## src/rtl/vending_fsm_param.sv

```systemverilog
// Parametrised coin vending controller: edge-detected 1/2/5-unit coins, vend at PRICE,
// change or cancel refund paid out serially as 2-unit then 1-unit return pulses.
module vending_fsm_param #(
  parameter int PRICE    = 5,
  parameter int CREDIT_W = 4
) (
  input  logic                clk,
  input  logic                reset,
  input  logic                one,
  input  logic                two,
  input  logic                five,
  input  logic                cancel,
  output logic                d,
  output logic [CREDIT_W-1:0] r,
  output logic                ret_one,
  output logic                ret_two,
  output logic                busy,
  output logic                coin_rej,
  output logic [CREDIT_W-1:0] credit
);

  typedef enum logic [1:0] {COLLECT, VEND, PAYOUT} state_t;

  localparam logic [CREDIT_W-1:0] PRICE_C = CREDIT_W'(PRICE);
  localparam logic [CREDIT_W-1:0] ONE_C   = CREDIT_W'(1);
  localparam logic [CREDIT_W-1:0] TWO_C   = CREDIT_W'(2);
  localparam logic [CREDIT_W-1:0] FIVE_C  = CREDIT_W'(5);

  state_t              state, state_nx;
  logic [CREDIT_W-1:0] remaining, remaining_nx, credit_nx, r_nx;
  logic [CREDIT_W-1:0] coin_val, sum;
  logic                d_nx, ret_one_nx, ret_two_nx, coin_rej_nx;
  logic                one_q, two_q, five_q;
  logic                one_e, two_e, five_e;
  logic [1:0]          n_edges;
  logic                any_coin, multi_coin, eff_cancel;

  assign one_e   = one  & ~one_q;
  assign two_e   = two  & ~two_q;
  assign five_e  = five & ~five_q;
  assign n_edges = {1'b0, one_e} + {1'b0, two_e} + {1'b0, five_e};

  // NOTE: every always_comb output gets a default first so no path can infer a latch.
  always_comb begin
    state_nx     = state;
    credit_nx    = credit;
    remaining_nx = remaining;
    r_nx         = r;
    d_nx         = 1'b0;
    ret_one_nx   = 1'b0;
    ret_two_nx   = 1'b0;
    coin_val     = '0;
    if (one_e)  coin_val = ONE_C;
    if (two_e)  coin_val = TWO_C;
    if (five_e) coin_val = FIVE_C;
    sum        = credit + coin_val;
    any_coin   = (n_edges != 2'd0);
    multi_coin = (n_edges > 2'd1);
    eff_cancel = cancel && (state == COLLECT) && (credit != '0);
    coin_rej_nx = any_coin && (multi_coin || (state != COLLECT) || eff_cancel);

    case (state)
      COLLECT: begin
        if (eff_cancel) begin
          // Refund starts paying out immediately, so the first coin leaves this edge.
          state_nx  = PAYOUT;
          r_nx      = credit;
          credit_nx = '0;
          if (credit >= TWO_C) begin
            ret_two_nx   = 1'b1;
            remaining_nx = credit - TWO_C;
          end else begin
            ret_one_nx   = 1'b1;
            remaining_nx = credit - ONE_C;
          end
        end else if (any_coin && !multi_coin) begin
          if (sum < PRICE_C) begin
            credit_nx = sum;
          end else begin
            state_nx     = VEND;
            d_nx         = 1'b1;
            r_nx         = sum - PRICE_C;
            credit_nx    = '0;
            remaining_nx = sum - PRICE_C;
          end
        end
      end
      VEND, PAYOUT: begin
        if (remaining >= TWO_C) begin
          state_nx     = PAYOUT;
          ret_two_nx   = 1'b1;
          remaining_nx = remaining - TWO_C;
        end else if (remaining == ONE_C) begin
          state_nx     = PAYOUT;
          ret_one_nx   = 1'b1;
          remaining_nx = '0;
        end else begin
          state_nx = COLLECT;
          r_nx     = '0;
        end
      end
      default: state_nx = COLLECT;
    endcase
  end

  // NOTE: state registers use non-blocking assignments so every flop samples pre-edge values.
  always_ff @(posedge clk) begin
    if (reset) begin
      state     <= COLLECT;
      credit    <= '0;
      remaining <= '0;
      r         <= '0;
      d         <= 1'b0;
      ret_one   <= 1'b0;
      ret_two   <= 1'b0;
      busy      <= 1'b0;
      coin_rej  <= 1'b0;
      // Preset high so a coin level already present at reset release is not counted.
      one_q     <= 1'b1;
      two_q     <= 1'b1;
      five_q    <= 1'b1;
    end else begin
      state     <= state_nx;
      credit    <= credit_nx;
      remaining <= remaining_nx;
      r         <= r_nx;
      d         <= d_nx;
      ret_one   <= ret_one_nx;
      ret_two   <= ret_two_nx;
      busy      <= (state_nx != COLLECT);
      coin_rej  <= coin_rej_nx;
      one_q     <= one;
      two_q     <= two;
      five_q    <= five;
    end
  end

endmodule

```

## config.mk

```make
export PLATFORM = sky130hd
export DESIGN_NAME = vending_fsm_param
export DESIGN_NICKNAME = d
export VERILOG_FILES = /design/src/rtl/vending_fsm_param.sv
export SDC_FILE = /design/constraint.sdc
export NUM_CORES = 1
export LEC_CHECK = 0
export ABC_CLOCK_PERIOD_IN_PS = 2800
export CORE_MARGIN = 2
export CORE_UTILIZATION = 49
export CTS_CLUSTER_SIZE = 8
export DETAILED_ROUTE_END_ITERATION = 7
export PLACE_DENSITY = 0.75
export SYNTH_ARGS = -nofsm -noshare
export SYNTH_HDL_FRONTEND = slang
export SYNTH_SLANG_ARGS = --single-unit
```

## constraint.sdc

```tcl
create_clock -name clk -period 2.8 [get_ports clk]
set_input_delay 0.56 -clock clk [delete_from_list [all_inputs] [get_ports clk]]
set_output_delay 0.56 -clock clk [all_outputs]
set_load 0.02 [all_outputs]
```

Yosys cells after proc, flatten, opt, wreduce, memory -nomap -nowiden
Index checks and enable logic that the tools add are counted.
{"block": "word_totals", "ff_bits": 22, "input_bits": 6, "out_inout_bits": 13}
{"block": "op_classes", "n_addsub": 7, "magnitude_cmp": 4, "n_eq_ne": 8, "muxes": 33, "n_bitwise": 8, "n_reduce_logical": 19}
{"op": "two-way mux 4 bit", "count": 14}
{"op": "one-hot mux 4 bit (2 select lines)", "count": 2}
{"op": "two-way mux 2 bit", "count": 5}
{"op": "nonzero test 2 bit", "count": 5}
{"op": "two-way mux 1 bit", "count": 9}
{"op": ">= comparator 4 x 2 -> 1 bit, second input constant", "count": 2}
{"op": "subtractor 4 x 2 -> 4 bit, second input constant", "count": 2}
{"op": "inequality test 3 bit, second input constant", "count": 2}
{"op": "inverter 1 bit", "count": 5}
{"op": "AND reduction 5 bit", "count": 1}
{"op": "adder 4 bit", "count": 1}
{"op": "== test 4 x 1 -> 1 bit, second input constant", "count": 1}
{"op": "logical AND 1 bit", "count": 4}
{"op": "< comparator 4 x 3 -> 1 bit, second input constant", "count": 1}
{"op": "inequality test 2 bit, second input constant", "count": 2}
{"op": "one-hot mux 1 bit (2 select lines)", "count": 2}
{"op": "one-hot mux 2 bit (2 select lines)", "count": 1}
{"op": "AND reduction 4 bit", "count": 1}
{"op": "nonzero test 4 bit", "count": 1}
{"op": "OR reduction 4 bit", "count": 1}
{"op": "subtractor 4 x 1 -> 4 bit, second input constant", "count": 1}
{"op": "subtractor 4 x 3 -> 4 bit, second input constant", "count": 1}
{"op": "bitwise AND 1 bit", "count": 3}
{"op": "inequality test 3 x 2 -> 1 bit, second input constant", "count": 1}
{"op": "10 further kinds", "count": 11}

Depth between registers and ports, before layout
Gate-level depths: netlist (run 1).
{"block": "depth", "ltp_word": 12, "depth_mapped": 13}

Worst setup path before layout (run 1)
No wires, ideal clock.
{"block": "synth_timing", "path_kind": "input-to-reg", "from": "input port two", "to": "register r[3]", "setup_time_ns": 0.060, "t_arrival_ns": 2.999, "required_ns": 2.740, "slack_ns": -0.259, "stages": 13, "n_path_buf": 0, "cell_sequence": "nor2b_1 nand2b_1 nand2_1 ha_1 inv_1 fa_1 ha_1 or2_1 a21oi_1 o31ai_1 a211oi_1 and2_1 a32o_1"}
{"block": "synth_between", "elab_chain_len": 9, "word_cells_on_any_way": 19, "cone_classes": "add/sub: 4; order compare: 2; eq/ne: 2; mux: 6; bitwise: 1; reduce/logical: 4"}
{"element": "start: declaration", "line": "10", "source": "input logic two,"}
{"element": "bitwise AND 1 bit (*)", "line": "39", "source": "assign two_e = two & ~two_q;"}
{"element": "two-way mux 4 bit", "line": "54", "source": "if (two_e) coin_val = TWO_C;"}
{"element": "two-way mux 4 bit", "line": "55", "source": "if (five_e) coin_val = FIVE_C;"}
{"element": "adder 4 bit", "line": "56", "source": "sum = credit + coin_val;"}
{"element": "subtractor 4 x 3 -> 4 bit", "line": "82", "source": "r_nx = sum - PRICE_C;"}
{"element": "two-way mux 4 bit", "line": "77", "source": "if (sum < PRICE_C) begin"}
{"element": "two-way mux 4 bit", "line": "76", "source": "end else if (any_coin && !multi_coin) begin"}
{"element": "two-way mux 4 bit", "line": "64", "source": "if (eff_cancel) begin"}
{"element": "one-hot mux 4 bit (2 select lines)", "line": "62", "source": "case (state)"}
{"element": "end signal: assignment", "line": "126", "source": "r <= r_nx;"}
{"element": "end: declaration", "line": "14", "source": "output logic [CREDIT_W-1:0] r,"}
Mark *: on every way between the ends. The rest lies on a longest branch, timed or not. The select of a mux whose other input is x is not followed.
A chain may end at the register's enable or synchronous reset.

Worst setup path in the final report (run 1)
{"block": "layout_timing", "from": "input port two", "to": "register remaining[3]"}
{"block": "layout_between", "elab_chain_len": 9, "word_cells_on_any_way": 19, "cone_classes": "add/sub: 4; order compare: 2; eq/ne: 2; mux: 6; bitwise: 1; reduce/logical: 4"}
{"element": "bitwise AND 1 bit (*)", "line": "39"}
{"element": "two-way mux 4 bit", "line": "54"}
{"element": "two-way mux 4 bit", "line": "55"}
{"element": "adder 4 bit", "line": "56"}
{"element": "subtractor 4 x 3 -> 4 bit", "line": "84", "source": "remaining_nx = sum - PRICE_C;"}
{"element": "two-way mux 4 bit", "line": "77"}
{"element": "two-way mux 4 bit", "line": "76"}
{"element": "two-way mux 4 bit", "line": "64"}
{"element": "one-hot mux 4 bit (2 select lines)", "line": "62"}
{"element": "end signal: assignment", "line": "125", "source": "remaining <= remaining_nx;"}
{"element": "end: declaration", "line": "30", "source": "logic [CREDIT_W-1:0] remaining, remaining_nx, credit_nx, r_nx;"}
Marks and branches as above.

==> impl_metrics.toml, run 1 <==
[run_status]
outcome = "finished clean"

[final_layout]
nFillCells = 214
fin_cells = 231
area_delta_synth_final_pct = 30.1
layout.nets = 220
regArea_um2 = 442
num_antenna_cells = 0
drive_gt1_share_pct = 28.5
multiInputGateArea_um2 = 996
fin_area_mm2 = 0.00189

[power_and_ir_drop]
peakVddDrop_mv = 0.408
power_density_mw_per_mm2 = 542
power_leakage_nw = 0.756
finalPower_w = 0.00102

[sta]
slew_headroom_pct = 60.7
period_share_pct = 98.5
worst_pin_slew_ps = 584
hold_violations = 0
worst_hold_slack_ps = 431
rsz0062_at_grt = "yes"
worst_clock_skew_ps = 4.11
fmax_ghz = 0.362
slew_violations = 0
post-route-min-period_ps = 2760
fin_setup_tns_ps = 0
setup-violations-final = 0

[cts]
clkTransAtPathRegs_ps = 130
tritoncts = "done"
htree_levels = 1
cts_buffer_depth = 2
clkLatencyLatePin_ps = 310
clockRootBuffer = "clkbuf_4"
clock-sinks = 22
cts_buffers = 3
cts-hold-fix-buffers = 0

[die]
die_height_um = 58.4
die_area_mm2 = 0.00341
rows = 19
io_pins = 19
dieWidth_um = 58.4
initial_core_util_pct = 52.1
core-area_mm2 = 0.00278

[detailed_routing]
drt_iter0_drc = 51
drc_errors = 0
ant_nets = 0
routed_via_density = 5.82
drt-pass1-iter-count = 4
wl_per_cell_um = 15.3
num_vias = 1344
wl_um = 3540

[synth]
synth_ff_type = "dfxtp_1"
synth_edf_count = 0
syn_area_mm2 = 0.00145
synthCells = 167
synth-seq-area-share_pct = 30.4
ys_ff_latch = 22
yosys_warnings = 0
async_flop_share_pct = 0
avgSynthCellArea_um2 = 8.68
synthDistinctLibCells = 51
synth_fp_nets = 186

[hold_path]
min_path_type = "primary input to flip-flop"
min_path_cells = 2
min_to = "two_q"
worst_hold_startpoint = "two"

[worst_setup_path]
cp-startpoint = "two"
worstSetupStartpointType = "primary input"
crit_type = "primary input to flip-flop"
worstPathMaxFanout = 6
end_kind = "flip-flop"
regToRegEndpoint = "remaining[3]"
r2r_start = "five_q"
arrival_ps = 2980
reg2reg_slack_ps = 70
reg2reg_depth = 12
required_ps = 3020

[job]
max_cap_viol_count = 0

[grt]
gr-total-overflow = 0
grt_pass1_wl_um = 6060
first_global_vias = 1313
grt_max_degree = 17
grtUsageTotal_pct = 22.7
antenna_found_initial = 0

[placed_design]
dp.cells = 220
portBuffers = 18
dpl_cell_area_mm2 = 0.00173
place.gp.congestion = 0.863
dp_hpwl_um = 2480
-- layer usage --
layer,vias up,routed length (µm),GRT usage (%)
met3,4,147,3.30
met1,657,1580,30.7
met2,30,1780,38.2
met4,0,28,5.65
li1,653,-,-
met5,-,0,0
-- where the power goes --
group	total, W	switching [W]	leakage (nW)	internal, W
logic	0.000463	0.000242	0.556	0.000222
clock network	0.000180	0.000100	0.0210	0.0000794
registers	0.000380	0.0000268	0.179	0.000353
-- worst max-delay path, cell delays in order --
cell      delay (ps)
buf_6             90
nor2b_4          110
nand2b_4         140
nand2_4           60
ha_4             130
inv_2             30
fa_1             500
ha_2             190
nand3b_1         100
o211ai_1         140
o31a_2           410
o22ai_4          290
nand3_1          150
o41ai_2           70
-- repair_timing --
item,4_1_cts,5_1_grt
setup buffers,5,3
endpoints found under the setup margin,15,12
gates resized for setup,17,12
pin swaps,14,17
-- flip-flops by register name, summed over array words and instances, names as in the netlist, 2 cells and up --
name	cells
state	2
remaining	4
r	4
credit	4
-- cell type report --
type	count	share of cell area (%)
Clock buffer	4	1.92
Multi-Input combinational cell	123	52.8
Sequential cell	22	23.4
Timing Repair Buffer	36	16.8
Tap cell	31	2.06
Inverter	15	2.98
-- stage by stage --
stage / worst slack [ps] / util (%)
floorplan: -71.7 / -
global placement: -570 / 62.1
detailed placement: -654 / 62.1
CTS: -22.1 / 65.9
global route: -95.8 / 67.8
finish: 40.7 / 67.8
-- cells in the mapped netlist, types with 2 or more instances --
master | n | area, µm²
o21ai_0 | 3 | 15.0
mux2i_1 | 3 | 30.0
o21ai_1 | 3 | 15.0
clkbuf_1 | 3 | 11.3
or2_2 | 3 | 18.8
dfxtp_1 | 22 | 440
o211ai_1 | 3 | 22.5
nor2_1 | 12 | 45.0
a32oi_1 | 3 | 26.3
a21oi_1 | 9 | 45.0
nor3_1 | 8 | 40.0
xor2_1 | 2 | 17.5
a22oi_1 | 2 | 15.0
xnor2_1 | 4 | 35.0
nand3_1 | 2 | 10.0
nand2_1 | 11 | 41.3
inv_1 | 15 | 56.3
ha_1 | 11 | 138
o22ai_1 | 3 | 18.8
o31ai_1 | 2 | 15.0
a211oi_1 | 4 | 30.0
nor2b_1 | 4 | 25.0
and3_1 | 2 | 12.5
buf_6 | 2 | 22.5
fa_1 | 2 | 40.0
nand2b_1 | 4 | 25.0
-- logic make-up after synthesis --
group           share of synthesized area [%]
compound gates                           20.1
xor+xnor                                 3.62
fa+ha+maj                                12.3
buf+inv                                  8.11
flops                                    30.4
mux                                      2.07
simple gates                             23.5
-- worst max path at each step --
stage                    to  slack (ps)  depth (start not counted)
2_1_floorplan          r[0]         -70                         13
3_3_place_gp           r[0]        -570                         14
3_5_place_dp           r[0]        -650                         14
4_1_cts        remaining[2]         -20                         14
5_1_grt        remaining[3]        -100                         14
6_report       remaining[3]          40                         14
-- cells in the final DEF, fill, tap and decap left out, types with 2 or more instances in the layout --
cell type	Yosys	routed
dfxtp_1	22	21
clkdlybuf4s50_1	0	15
buf_4	1	15
inv_1	15	14
nor2_1	12	10
nand2_1	11	9
ha_1	11	9
a21oi_1	9	8
nor3_1	8	8
o21ai_1	3	4
xnor2_1	4	4
buf_6	2	4
nand2b_1	4	3
nand2_4	1	3
o211ai_1	3	3
a211oi_2	0	3
a32oi_1	3	3
o22ai_1	3	3
or2_2	3	3
mux2i_1	3	3
clkbuf_4	0	3
nor2b_4	0	2
nor2b_1	4	2
o21ai_0	3	2
a22oi_1	2	2
and3_1	2	2
xor2_1	2	2
nand3_1	2	2
nor2_2	0	2
fa_1	2	2
No activity file was read; power rests on OpenSTA's default activity.
==> inputs of run 2 (changes only) <==
- ABC_CLOCK_PERIOD_IN_PS: 2800 -> 3100
- CORE_UTILIZATION: 49 -> 54
- MAX_ROUTING_LAYER: default -> met4
- PLACE_DENSITY: 0.75 -> 0.78
- clock period: 2.8 -> 3.1 ns (I/O delays scaled with it)
==> impl_metrics.toml, run 2 (same netlist as run 1, synthesis figures left out) <==
[detailed_routing]
drc_errors = 0
drt_iter0_drc = 36
wl_um = 3440
drt-pass1-iter-count = 4
ant_nets = 0
wl_per_cell_um = 14.9
num_vias = 1338
routed_via_density = 5.82

[grt]
grtUsageTotal_pct = 22.4
grt_pass1_wl_um = 5530
gr-total-overflow = 0
antenna_found_initial = 0
first_global_vias = 1217
grt_max_degree = 22

[die]
initial_core_util_pct = 57.5
die_height_um = 55.8
io_pins = 19
dieWidth_um = 55.8
die_area_mm2 = 0.00312
core-area_mm2 = 0.00252
rows = 18

[power_and_ir_drop]
power_density_mw_per_mm2 = 518
peakVddDrop_mv = 0.474
power_leakage_nw = 0.750

[sta]
rsz0062_at_grt = "no"
slew_headroom_pct = 64.9
hold_violations = 0
fmax_ghz = 0.336
worst_pin_slew_ps = 523
period_share_pct = 95.9
setup-violations-final = 0
slew_violations = 0
worst_hold_slack_ps = 477
worst_clock_skew_ps = 10.4
post-route-min-period_ps = 2970
setup_slack_ps = 126

[final_layout]
fin_cells = 230
final_cell_mix = "dfxtp_1 (22), buf_4 (18), clkdlybuf4s50_1 (15), inv_1 (14), nor2_1 (12)"
area_delta_synth_final_pct = 26.7
final_common_cell = "dfxtp_1"
fin_area_mm2 = 0.00184
reg.largest.list = "credit: 4 flops, r: 4 flops, remaining: 4 flops"
drive_gt1_share_pct = 22.5
num_antenna_cells = 0
layout.nets = 220

[hold_path]
min_path_type = "flip-flop to flip-flop"
worst_hold_startpoint = "r[0]"
min_to = "r[0]"
min_path_cells = 2

[cts]
htree_levels = 1
clockRootBuffer = "clkbuf_4"
cts-hold-fix-buffers = 0
clkLatencyLatePin_ps = 320
cts_buffers = 3
clock-sinks = 22
cts_buffer_depth = 2
clkTransAtPathRegs_ps = 140
tritoncts = "done"

[placed_design]
dpl_cell_area_mm2 = 0.00171
dp_hpwl_um = 2520
dp_slack_ps = -571
place.gp.congestion = 0.898
dp.cells = 221
portBuffers = 18

[worst_setup_path]
regToRegEndpoint = "r[3]"
crit_type = "primary input to flip-flop"
r2r_start = "two_q"
end_kind = "flip-flop"
required_ps = 3330
arrival_ps = 3210
worstSetupStartpointType = "primary input"
reg2reg_depth = 13
worstPathMaxFanout = 4
reg2reg_slack_ps = 330

[job]
max_cap_viol_count = 0

[run_status]
outcome = "finished clean"
-- run 2: cell types whose count changed in the layout (fill, tap and decap cells not counted), moves of 2 or more --
cell,previous run,this run
nor2_1,10,12
buf_6,4,0
nor2_2,2,0
buf_4,15,18
nand2_1,9,11
nand2_4,3,1
a211oi_1,1,3
a211oi_2,3,1
-- run 2: stage by stage --
step	setup TNS [ps]	util (%)	total power, W
2_1_floorplan	0	-	0.000593
3_3_place_gp	-5140	67.8	0.000692
3_5_place_dp	-7150	67.8	0.000707
4_1_cts	0	72.1	0.000941
5_1_grt	0	72.8	0.000997
6_report	0	72.8	0.000952
-- run 2: worst max-delay path by stage --
stage	from	end	slack (ps)
4_1_cts	five	remaining[2]	50
3_3_place_gp	two	r[0]	-450
5_1_grt	two	r[3]	20
2_1_floorplan	two	r[0]	2
6_report	two	r[3]	130
3_5_place_dp	two	busy	-570
-- run 2: critical path, cell delays in order --
cell,delay (ps)
clkdlybuf4s15_1,180
nor2b_4,130
nand2b_1,130
nand2_1,60
ha_2,180
inv_2,40
fa_1,540
ha_2,200
nand3b_1,110
o211ai_1,150
o31ai_2,350
a211oi_2,150
and2_1,160
a32o_1,210
-- run 2: layout make-up --
class	instances	area, µm²
inverter	15	56.3
fill	191	686
sequential	22	440
clock buffer	3	22.5
timing repair buffer	36	317
clock inverter	1	30.0
multi-input combinational	123	933
tap	30	37.5
-- run 2: metal layers --
layer  track usage [%]  part of all wire [%]  vias to the layer above
met5                 -                     0                        -
met4              4.08                   1.6                        0
met3              4.88                   5.6                        8
met2              38.9                    49                       47
met1              27.1                    43                      630
li1                  -                     -                      653
-- run 2: timing repair --
action,4_1_cts,5_1_grt
buffers inserted,3,2
pin swaps,12,8
resized for setup,11,3
setup endpoints to repair,14,11
hold endpoints to repair,0,0
-- run 2: report_power, final --
part	switching [W]	internal, W
Combinational	0.000205	0.000178
Sequential	0.0000248	0.000319
Clock	0.0000947	0.000131
